[config.mk]
export PLATFORM = sky130hd
export DESIGN_NAME = coh_bus_arbiter
export DESIGN_NICKNAME = d
export VERILOG_FILES = /design/src/rtl/coh_bus_arbiter.sv
export SDC_FILE = /design/constraint.sdc
export NUM_CORES = 1
export LEC_CHECK = 0
export CAP_MARGIN = 20
export CORE_AREA = 2 2 132 134
export CTS_BUF_LIST = sky130_fd_sc_hd__clkbuf_4 sky130_fd_sc_hd__clkbuf_8
export CTS_CLUSTER_DIAMETER = 200
export CTS_CLUSTER_SIZE = 8
export DETAILED_ROUTE_END_ITERATION = 10
export DIE_AREA = 0 0 134 136
export PLACE_DENSITY_LB_ADDON = 0.3
export SLEW_MARGIN = 20
export SYNTH_ARGS = -nofsm -noshare
export SYNTH_HDL_FRONTEND = slang
export SYNTH_SLANG_ARGS = --single-unit
[constraint.sdc]
create_clock -name i_clk -period 2.4 [get_ports i_clk]
set_clock_uncertainty 0.1 [all_clocks]
set_input_delay 0.48 -clock i_clk [delete_from_list [all_inputs] [get_ports i_clk]]
set_output_delay 0.48 -clock i_clk [all_outputs]
set_load 0.01 [all_outputs]
[src/rtl/coh_bus_arbiter.sv]
// Round-robin arbiter for the shared coherence bus: grants one requester at a time,
// revokes unused grants, broadcasts the owner's message and flags protocol/hold errors.
module coh_bus_arbiter #(
    parameter int N           = 4,
    parameter int MSG_W       = 64,
    parameter int GNT_TIMEOUT = 4,
    parameter int MAX_HOLD    = 64
) (
    input  logic               i_clk,
    input  logic               i_rst,
    input  logic [N-1:0]       i_req,
    input  logic [N-1:0]       i_busy,
    input  logic [N*MSG_W-1:0] i_tx,
    output logic [N-1:0]       o_gnt,
    output logic [MSG_W-1:0]   o_bus_msg,
    output logic               o_bus_valid,
    output logic               o_hold_err,
    output logic               o_proto_err
);

    localparam int OW = $clog2(N);
    localparam int HW = $clog2(MAX_HOLD + 1);
    localparam logic [N-1:0] ONE_HOT0 = N'(1);

    typedef enum logic [1:0] {
        S_IDLE  = 2'd0,
        S_GRANT = 2'd1,
        S_OWNED = 2'd2
    } state_t;

    state_t        r_state;
    logic [OW-1:0] r_owner;
    logic [OW-1:0] r_ptr;
    logic [3:0]    r_wait_cnt;
    logic [HW-1:0] r_hold_cnt;
    logic [N-1:0]  r_gnt;
    logic          r_hold_err;
    logic          r_proto_err;

    state_t        w_state_nxt;
    logic [OW-1:0] w_owner_nxt;
    logic [OW-1:0] w_ptr_nxt;
    logic [3:0]    w_wait_nxt;
    logic [HW-1:0] w_hold_nxt;
    logic [OW-1:0] w_pick;
    logic          w_found;
    logic          w_owner_busy;
    logic          w_busy_viol;
    logic [N-1:0]  w_owner_mask;
    logic [OW-1:0] w_owner_inc;

    // First requester at or after ptr, wrapping modulo N.
    always_comb begin
        w_found = 1'b0;
        w_pick  = '0;
        for (int i = 0; i < N; i++) begin
            if (!w_found && i_req[(int'(r_ptr) + i) % N]) begin
                w_found = 1'b1;
                w_pick  = OW'((int'(r_ptr) + i) % N);
            end
        end
    end

    always_comb begin
        w_owner_mask = ONE_HOT0 << r_owner;
        w_owner_busy = |(i_busy & w_owner_mask);
        w_busy_viol  = (r_state == S_IDLE) ? (|i_busy) : (|(i_busy & ~w_owner_mask));
        w_owner_inc  = (int'(r_owner) == N - 1) ? '0 : r_owner + 1'b1;
    end

    always_comb begin
        w_state_nxt = r_state;
        w_owner_nxt = r_owner;
        w_ptr_nxt   = r_ptr;
        w_wait_nxt  = r_wait_cnt;
        w_hold_nxt  = r_hold_cnt;
        unique case (r_state)
            S_IDLE: begin
                if (w_found) begin
                    w_state_nxt = S_GRANT;
                    w_owner_nxt = w_pick;
                    w_wait_nxt  = '0;
                end
            end
            S_GRANT: begin
                if (w_owner_busy) begin
                    w_state_nxt = S_OWNED;
                    w_hold_nxt  = '0;
                end else if (r_wait_cnt + 4'd1 == 4'(GNT_TIMEOUT)) begin
                    w_state_nxt = S_IDLE;
                    w_ptr_nxt   = w_owner_inc;
                end else begin
                    w_wait_nxt = r_wait_cnt + 4'd1;
                end
            end
            S_OWNED: begin
                // Overlong holds are only reported; the owner keeps the bus.
                if (!w_owner_busy) begin
                    w_state_nxt = S_IDLE;
                    w_ptr_nxt   = w_owner_inc;
                end else if (r_hold_cnt != HW'(MAX_HOLD)) begin
                    w_hold_nxt = r_hold_cnt + 1'b1;
                end
            end
            default: w_state_nxt = S_IDLE;
        endcase
    end

    always_ff @(posedge i_clk or posedge i_rst) begin
        if (i_rst) begin
            r_state     <= S_IDLE;
            r_owner     <= '0;
            r_ptr       <= '0;
            r_wait_cnt  <= '0;
            r_hold_cnt  <= '0;
            r_gnt       <= '0;
            r_hold_err  <= 1'b0;
            r_proto_err <= 1'b0;
        end else begin
            r_state     <= w_state_nxt;
            r_owner     <= w_owner_nxt;
            r_ptr       <= w_ptr_nxt;
            r_wait_cnt  <= w_wait_nxt;
            r_hold_cnt  <= w_hold_nxt;
            r_gnt       <= (w_state_nxt != S_IDLE) ? (ONE_HOT0 << w_owner_nxt) : '0;
            r_hold_err  <= r_hold_err | (w_hold_nxt == HW'(MAX_HOLD));
            r_proto_err <= r_proto_err | w_busy_viol;
        end
    end

    assign o_gnt       = r_gnt;
    assign o_bus_valid = (r_state == S_OWNED) && w_owner_busy;
    assign o_bus_msg   = (r_state == S_OWNED) ? i_tx[int'(r_owner)*MSG_W +: MSG_W] : '0;
    assign o_hold_err  = r_hold_err;
    assign o_proto_err = r_proto_err;

endmodule

# --- After elaboration in Yosys (flattened, before gate mapping) ---
# Index checks and enable logic that the tools add are counted.
word_totals:
  ff_bits: 23
  output_inout_bits: 71
  in_bits: 266
classes:
  bitwise_logic: 8
  eq_ne: 11
  n_addsub: 6
  reduce_logical: 19
  n_shift: 3
  mux: 42
  magnitude_cmp: 4
ops:
  columns: ["op", "n"]
  rows:
  - ["$shiftx A256 B9 Y64", 1]
  - ["$mux W64", 1]
  - ["$mux W2", 14]
  - ["$mux W7", 3]
  - ["$mux W4", 4]
  - ["$pmux W7 S2", 1]
  - ["$lt A3 B4 Y1 const B", 3]
  - ["$mux W1", 12]
  - ["$reduce_or A4 Y1", 3]
  - ["$ne A2 B2 Y1 const B", 5]
  - ["$and A4 B4 Y4", 2]
  - ["$bmux W1 S2", 4]
  - ["$pmux W4 S2", 1]
  - ["$reduce_and A4 Y1", 2]
  - ["$shl A1 B2 Y4 const A", 2]
  - ["$add A7 B1 Y7 const B", 1]
  - ["$eq A7 B7 Y1 const B", 1]
  - ["$ne A7 B7 Y1 const B", 1]
  - ["$pmux W2 S3", 1]
  - ["$reduce_bool A2 Y1", 3]
  - ["$reduce_or A2 Y1", 3]
  - ["$add A2 B1 Y2 const B", 2]
  - ["$add A2 B2 Y2 const B", 2]
  - ["$add A4 B1 Y4 const B", 1]
  - ["other kinds (11)", 20]

# --- Depth between registers and ports, before layout ---
# Gate-level depths: netlist (run 1).
logic_depth:
  word_depth: 18
  mapped_depth: 11

# --- Worst setup path before layout (run 1) ---
# No wires, ideal clock.
synth_timing:
  path_kind: "reg2reg"
  start: "reg r_owner[0]"
  end: "reg r_hold_err, in the netlist o_hold_err"
  path_stages_with_launch: 11
  setup_time_ps: 120
  t_required_ps: 2180
  setup_slack_ps: -232
  arrival_time_ps: 2412
  synth_period_minus_slack_ps: 2632
  path_buffers: 3
  cell_sequence: "dfrtp_1 clkbuf_1 buf_2 buf_4 inv_1 ha_1 a22o_4 o31ai_4 a221o_1 and3b_1 a41o_1"
synth_between:
  elab_chain_cells: 7
synth_lines:
  columns: ["element", "line_no", "rtl"]
  rows:
  - ["start: declaration", "32", "logic [OW-1:0] r_owner;"]
  - ["start signal: assignment", "121", "r_owner <= w_owner_nxt;"]
  - ["$shl A1 B2 Y4 *", "65", "w_owner_mask = ONE_HOT0 << r_owner;"]
  - ["$and A4 B4 Y4 *", "66", "w_owner_busy = |(i_busy & w_owner_mask);"]
  - ["$reduce_or A4 Y1 *", "66", null]
  - ["$mux W7, on equally long branches", "98, 86", null]
  - ["$pmux W7 S2 *", "77", "unique case (r_state)"]
  - ["net w_hold_nxt[1]", "44", "logic [HW-1:0] w_hold_nxt;"]
  - ["$eq A7 B7 Y1 *", "126", "r_hold_err <= r_hold_err | (w_hold_nxt == HW'(MAX_HOLD));"]
  - ["$or A1 B1 Y1 *", "126", null]
  - ["end signal: assignment", "126", null]
  - ["end: declaration", "37", "logic r_hold_err;"]
# Mark *: on every way through the listed nets, which the timed path passes. The rest lies on a longest branch.
# A chain may end at the register's enable or synchronous reset.

# --- Worst setup path after layout (run 1) ---
layout_timing:
  start: "reg r_owner[0]"
  end: "out o_bus_msg[62]"
layout_between:
  elab_chain_cells: 2
layout_lines:
  columns: ["element", "line_no", "rtl"]
  rows:
  - ["$shiftx A256 B9 Y64", "133", "assign o_bus_msg = (r_state == S_OWNED) ? i_tx[int'(r_owner)*MSG_W +: MSG_W] : '0;"]
  - ["$mux W64", "133", null]
  - ["end: declaration", "15", "output logic [MSG_W-1:0] o_bus_msg,"]
# No other way between the ends.

==> results of run 1 <==
==> where the power goes <==
group,switching (mW),internal (mW),leakage (nW),total (mW)
registers,0.0972,0.492,0.302,0.589
logic,2.43,3.67,3.02,6.10
clock network,0.133,0.130,0.0262,0.263
total,2.66,4.29,3.35,6.95
==> placed cells by master (no fill, tap or decap), types with 3 or more instances in the layout <==
cell	n
clkdlybuf4s50_1	271
buf_6	74
mux4_2	64
and2_4	53
buf_4	31
dfrtp_1	21
nand2_1	19
inv_1	16
buf_12	16
o21ai_0	15
and2_1	12
buf_2	12
nor2_1	8
buf_16	7
ha_1	6
nor3_1	5
a21oi_1	5
ha_4	4
nand3_1	3
nor2b_1	3
o21ai_1	3
clkbuf_8	3
==> cell usage after synthesis (3+ instances only) <==
master / count / area, um^2
and2_1: 65 / 407
mux4_2: 64 / 1440
dfrtp_1: 23 / 576
nand2_1: 20 / 75.1
inv_1: 17 / 63.8
o21ai_0: 15 / 75.1
clkbuf_1: 12 / 45.0
ha_1: 11 / 138
nor2_1: 8 / 30.0
a21oi_1: 6 / 30.0
buf_2: 6 / 30.0
nor3_1: 5 / 25.0
nand3_1: 4 / 20.0
o21ai_1: 4 / 20.0
a221oi_1: 3 / 26.3
a22oi_1: 3 / 22.5
buf_1: 3 / 11.3
buf_4: 3 / 22.5
nor2b_1: 3 / 18.8
==> timing repair <==
item | CTS | global route
setup buffers | 33 | 4
resized for setup | 368 | 70
gates cloned | 6 | 0
endpoints found under the setup margin | 66 | 73
pin swaps | 60 | 15
==> stage by stage <==
step | utilization | instance area [um^2] | setup slack (ps) | total power [mW]
global route | 0.494 | 8340 | -206 | 7.38
global placement | 0.435 | 7340 | -351 | 5.02
CTS | 0.476 | 8040 | -193 | 6.62
finish | 0.494 | 8340 | -174 | 6.95
detailed placement | 0.435 | 7340 | -327 | 5.07
floorplan | - | 3470 | 0.173 | 3.14
==> final cells by class <==
type / instances / share of cell area
well taps: 225 / 0.0338
repair buffers: 413 / 0.525
clock buffers: 4 / 0.00585
inverters: 17 / 0.00915
multi-input cells: 252 / 0.356
flip-flops and latches: 23 / 0.0696
==> flip-flops by register name (all words and copies together) (netlist names) <==
register and flops:
r_ptr 2, r_owner 2, o_gnt 4, o_proto_err 1
r_wait_cnt 4, o_hold_err 1, r_hold_cnt 7, r_state 2
==> cells by family after synthesis <==
group / share of synthesized area
buffers and inverters: 0.0501
AOI/OAI and AO/OA: 0.120
muxes: 0.419
DFF: 0.167
and+or+nand+nor: 0.204
adders and majority gates: 0.0400
==> layer usage <==
layer / wire (um) / part of all wire / track usage
met1: 8220 / 0.42 / 0.268
met3: 1470 / 0.074 / 0.0477
met4: 382 / 0.019 / 0.0384
met5: 0 / 0 / 0
met2: 9720 / 0.49 / 0.338
==> final timing paths <==
kind                             from             to  slack, ps  depth (start not counted)
setup / recovery           r_owner[0]  o_bus_msg[62]       -170                          6
hold reg to reg            o_hold_err     o_hold_err        380                          1
hold / removal             o_hold_err     o_hold_err        380                          1
setup reg to reg           r_owner[0]     o_hold_err        -40                         10
min in group asynchronous       i_rst     r_state[1]        450                          3
max in group asynchronous       i_rst     r_owner[0]       1490                          3
==> flow_metrics.py, run 1 <==
metrics = {
    "setup_path": {
        "cp_max_fo": 8,
        "cp_common_cell": "buf_12",
        "worstPathRequired_ps": 1820,
        "cp_slowest_stage_delay_ps": 550,
        "cp-start-kind": "flop",
        "crit_family": "buffers and inverters",
        "cp.arrival_ps": 1990,
        "critPathBufInv": 4,
        "cpMaxStageDelayCell": "mux4_2",
        "critical_path.cell_chain": "buf_12 -> buf_12 -> buf_16 -> mux4_2 -> and2_1 -> buf_2",
        "end_kind": "output pin",
        "worstSetupPathType": "flop to output pin",
    },
    "run_status": {
        "outcome": "finished, violations left",
        "violations": "negative setup slack",
    },
    "power_and_ir_drop": {
        "p_leak_nw": 3.35,
        "power.density_nw_per_um2": 833,
        "ir_worst_vdd_mv": 0.527,
    },
    "floorplan": {
        "rows": 48,
        "dieArea_um2": 18200,
        "ios": 337,
        "core-area_um2": 16900,
        "die_h_um": 136,
        "initial_utilization": 0.204,
        "die-width_um": 134,
    },
    "clocking": {
        "cts_made_buffers": 3,
        "clock_latency_ps": 270,
        "cts_buffer_depth": 2,
        "clkTransAtPathRegs_ps": 90,
        "clock_sinks": 23,
        "htreeDepth": 1,
        "ctsHoldBuffers": 0,
        "cts_tree": "done",
        "cts_root_buf": "clkbuf_8",
    },
    "global_route": {
        "grt_usage": 0.202,
        "grt_remaining_overflow": 0,
        "grt_start_max_net_pins": 41,
        "grt_pass1_wl_mm": 28.2,
        "grt_pass1_vias": 4684,
        "grt_antenna_before_repair": 0,
    },
    "placed_design": {
        "dp.cells": 889,
        "io_buffers": 336,
        "hpwl_mm": 15.7,
        "place_congestion": 0.901,
    },
    "route": {
        "route.final.wire_length_mm": 19.8,
        "drt-pass1-iter-count": 4,
        "num_vias": 4483,
        "drtIter0Drc": 145,
        "via_per_inst": 4.80,
        "route.detailed.drc": 0,
        "wl_per_cell_um": 21.2,
        "postRouteAntennaNets": 0,
    },
    "timing": {
        "slew_viol_final": 0,
        "tns_ps": -4330,
        "rsz0062_at_grt": "true",
        "setup_ws_ps": -174,
        "hold_ws_ps": 383,
        "finalCriticalPeriod_ps": 2570,
        "timing.final.crit_share": 1.07,
        "relSlewSlack": 0.675,
        "final-setup-viol-count": 59,
        "finalHoldViolCount": 0,
        "clock.fmax_mhz": 389,
        "worstMarginPinSlew_ps": 483,
    },
    "finish": {
        "layout-drive-gt1-share": 0.410,
        "area_growth_pct": 142,
        "layoutNonFillerInstCount": 934,
        "fillerInstances": 1529,
        "insertedDiodeCount": 0,
        "multiInputGateArea_um2": 2970,
        "nets": 987,
        "regArea_um2": 581,
    },
    "synthesis": {
        "postSynthCellCount": 316,
        "synth_area_per_cell_um2": 10.9,
        "syn_area_um2": 3440,
        "async_flop_share": 1.00,
        "yosys_warnings": 0,
        "ys.flop_type": "dfrtp_1",
        "synth_seq_cells": 23,
        "yosysSeqAreaShare": 0.167,
        "synth_edf_count": 0,
        "ys_types": 51,
        "synth.net_count": 593,
    },
    "worst_hold_path": {
        "min_path_type": "flop to flop",
    },
    "job": {
        "cap_violations": 0,
    },
}
No activity file was read; power rests on OpenSTA's default activity.
==> inputs of run 2 (changes only) <==
- PLACE_DENSITY_LB_ADDON: 0.3 -> not set
==> run 2 against run 1 <==
Net effect: the run still ends with negative setup slack left; die area stayed put; critical path type unchanged; highest routed layer is now met5; critical endpoint is now o_bus_msg[47]; clock-buffer cell count shrank 1; wire length increased by 3.3%; design area shrank 5.2%; first-iteration DRC count increased by 43%.
==> flow_metrics.py, run 2 (same netlist as run 1, synthesis figures left out) <==
metrics = {
    "clocking": {
        "ctsHoldBuffers": 0,
        "cts_tree": "done",
        "clkTransAtPathRegs_ps": 90,
        "cts_root_buf": "clkbuf_8",
        "clock_sinks": 23,
        "clock_latency_ps": 270,
        "cts_buffer_depth": 2,
        "cts_made_buffers": 3,
        "htreeDepth": 1,
    },
    "setup_path": {
        "r2r_cells": 12,
        "cp_max_fo": 7,
        "worstPathRequired_ps": 1820,
        "worstSetupPathType": "flop to output pin",
        "rr_startpoint": "r_owner[0]",
        "crit_path_start": "r_owner[0]",
        "cp.arrival_ps": 1960,
        "end_kind": "output pin",
        "cp-start-kind": "flop",
    },
    "timing": {
        "final-setup-viol-count": 59,
        "rsz0062_at_grt": "true",
        "slew_viol_final": 0,
        "finalCriticalPeriod_ps": 2540,
        "clock.fmax_mhz": 394,
        "relSlewSlack": 0.630,
        "finalHoldViolCount": 0,
        "timing.final.crit_share": 1.06,
        "hold_ws_ps": 389,
        "worstMarginPinSlew_ps": 549,
        "setup_ws_ps": -139,
    },
    "floorplan": {
        "initial_utilization": 0.204,
        "rows": 48,
        "die_h_um": 136,
        "core-area_um2": 16900,
        "dieArea_um2": 18200,
        "ios": 337,
        "die-width_um": 134,
    },
    "power_and_ir_drop": {
        "p_total_mw": 6.29,
        "power.density_nw_per_um2": 795,
        "ir_worst_vdd_mv": 0.589,
        "p_leak_nw": 3.18,
    },
    "route": {
        "via_per_inst": 4.87,
        "postRouteAntennaNets": 0,
        "num_vias": 4479,
        "drtIter0Drc": 208,
        "route.detailed.drc": 0,
        "route.final.wire_length_mm": 20.4,
        "wl_per_cell_um": 22.2,
        "drt-pass1-iter-count": 4,
    },
    "job": {
        "cap_violations": 0,
    },
    "finish": {
        "final_cell_mix": "271 x clkdlybuf4s50_1, 64 x mux4_2, 39 x buf_6, 38 x and2_4, 34 x buf_4",
        "nets": 969,
        "area_growth_pct": 130,
        "layout-drive-gt1-share": 0.381,
        "final_common_cell": "clkdlybuf4s50_1",
        "post-route-util": 0.468,
        "largest_register": "r_hold_cnt",
        "fin_area_um2": 7900,
        "largest_reg_flops": 7,
    },
    "placed_design": {
        "io_buffers": 336,
        "hpwl_mm": 16.2,
        "place_congestion": 0.929,
        "dp_slack_ps": -323,
        "dpl_cell_area_um2": 7370,
    },
    "global_route": {
        "grt_pass1_vias": 4580,
        "grt_pass1_wl_mm": 28.5,
        "grt_remaining_overflow": 0,
        "grt_start_max_net_pins": 42,
        "grt_antenna_before_repair": 8,
        "grt_usage": 0.206,
    },
    "worst_hold_path": {
        "hold_start": "o_hold_err",
        "whs_path_depth": 1,
        "min_path_type": "flop to flop",
    },
    "run_status": {
        "outcome": "finished, violations left",
        "violations": "negative setup slack",
    },
}
==> run 2: changes by cell type in the layout (fill, tap and decap cells not counted), sizes merged <==
cell,before,now
diode,0,3
bufbuf,0,1
buf,142,122
inv,16,17
==> run 2: through the flow <==
step	setup TNS, ps	instances
floorplan	0	316
global route	-7980	918
detailed placement	-12510	891
CTS	-4510	907
global placement	-12460	891
finish	-3990	919
==> run 2: path summary, 6_finish.rpt <==
kind,to,slack [ps]
max in group asynchronous,r_owner[0],1470
min,o_hold_err,390
min reg2reg,o_hold_err,390
max,o_bus_msg[47],-140
min in group asynchronous,r_hold_cnt[6],450
max reg2reg,o_hold_err,-110
==> run 2: layer usage <==
layer	GRT usage	up-vias	share of wire
met2	0.353	222	0.50
met4	0.0467	10	0.024
met1	0.248	2226	0.38
li1	-	1983	-
met5	0	-	0.0030
met3	0.0716	38	0.093
==> run 2: area by class of cell <==
| cell class | count | area [um^2] |
|---|---|---|
| Tap cell | 225 | 282 |
| Clock inverter | 1 | 5.00 |
| Inverter | 17 | 68.8 |
| Clock buffer | 3 | 41.3 |
| Multi-Input combinational cell | 252 | 2970 |
| Antenna cell | 3 | 7.51 |
| Fill cell | 1571 | 8970 |
| Timing Repair Buffer | 395 | 3950 |
| Sequential cell | 23 | 581 |
==> run 2: worst max-delay path: stages (launching register included) <==
cell	delay, ps
dfrtp_4	520
buf_12	150
buf_12	150
buf_12	140
mux4_2	440
and2_1	150
buf_2	140
==> run 2: where the power goes <==
part           leakage [nW]  total (mW)  internal [mW]  switching (mW)
clock                0.0255       0.253          0.116           0.137
combinational          2.86        5.43           3.17            2.27
sequential            0.302       0.598          0.492           0.107
total                  3.18        6.29           3.78            2.51
==> run 2: what timing repair did <==
item                                   4_1_cts  5_1_grt
pin swaps                                   36       27
endpoints found under the hold margin        0        0
setup endpoints to repair                   68       67
gates resized for setup                    318       70
setup buffers                                9       10
cloned                                       4        1
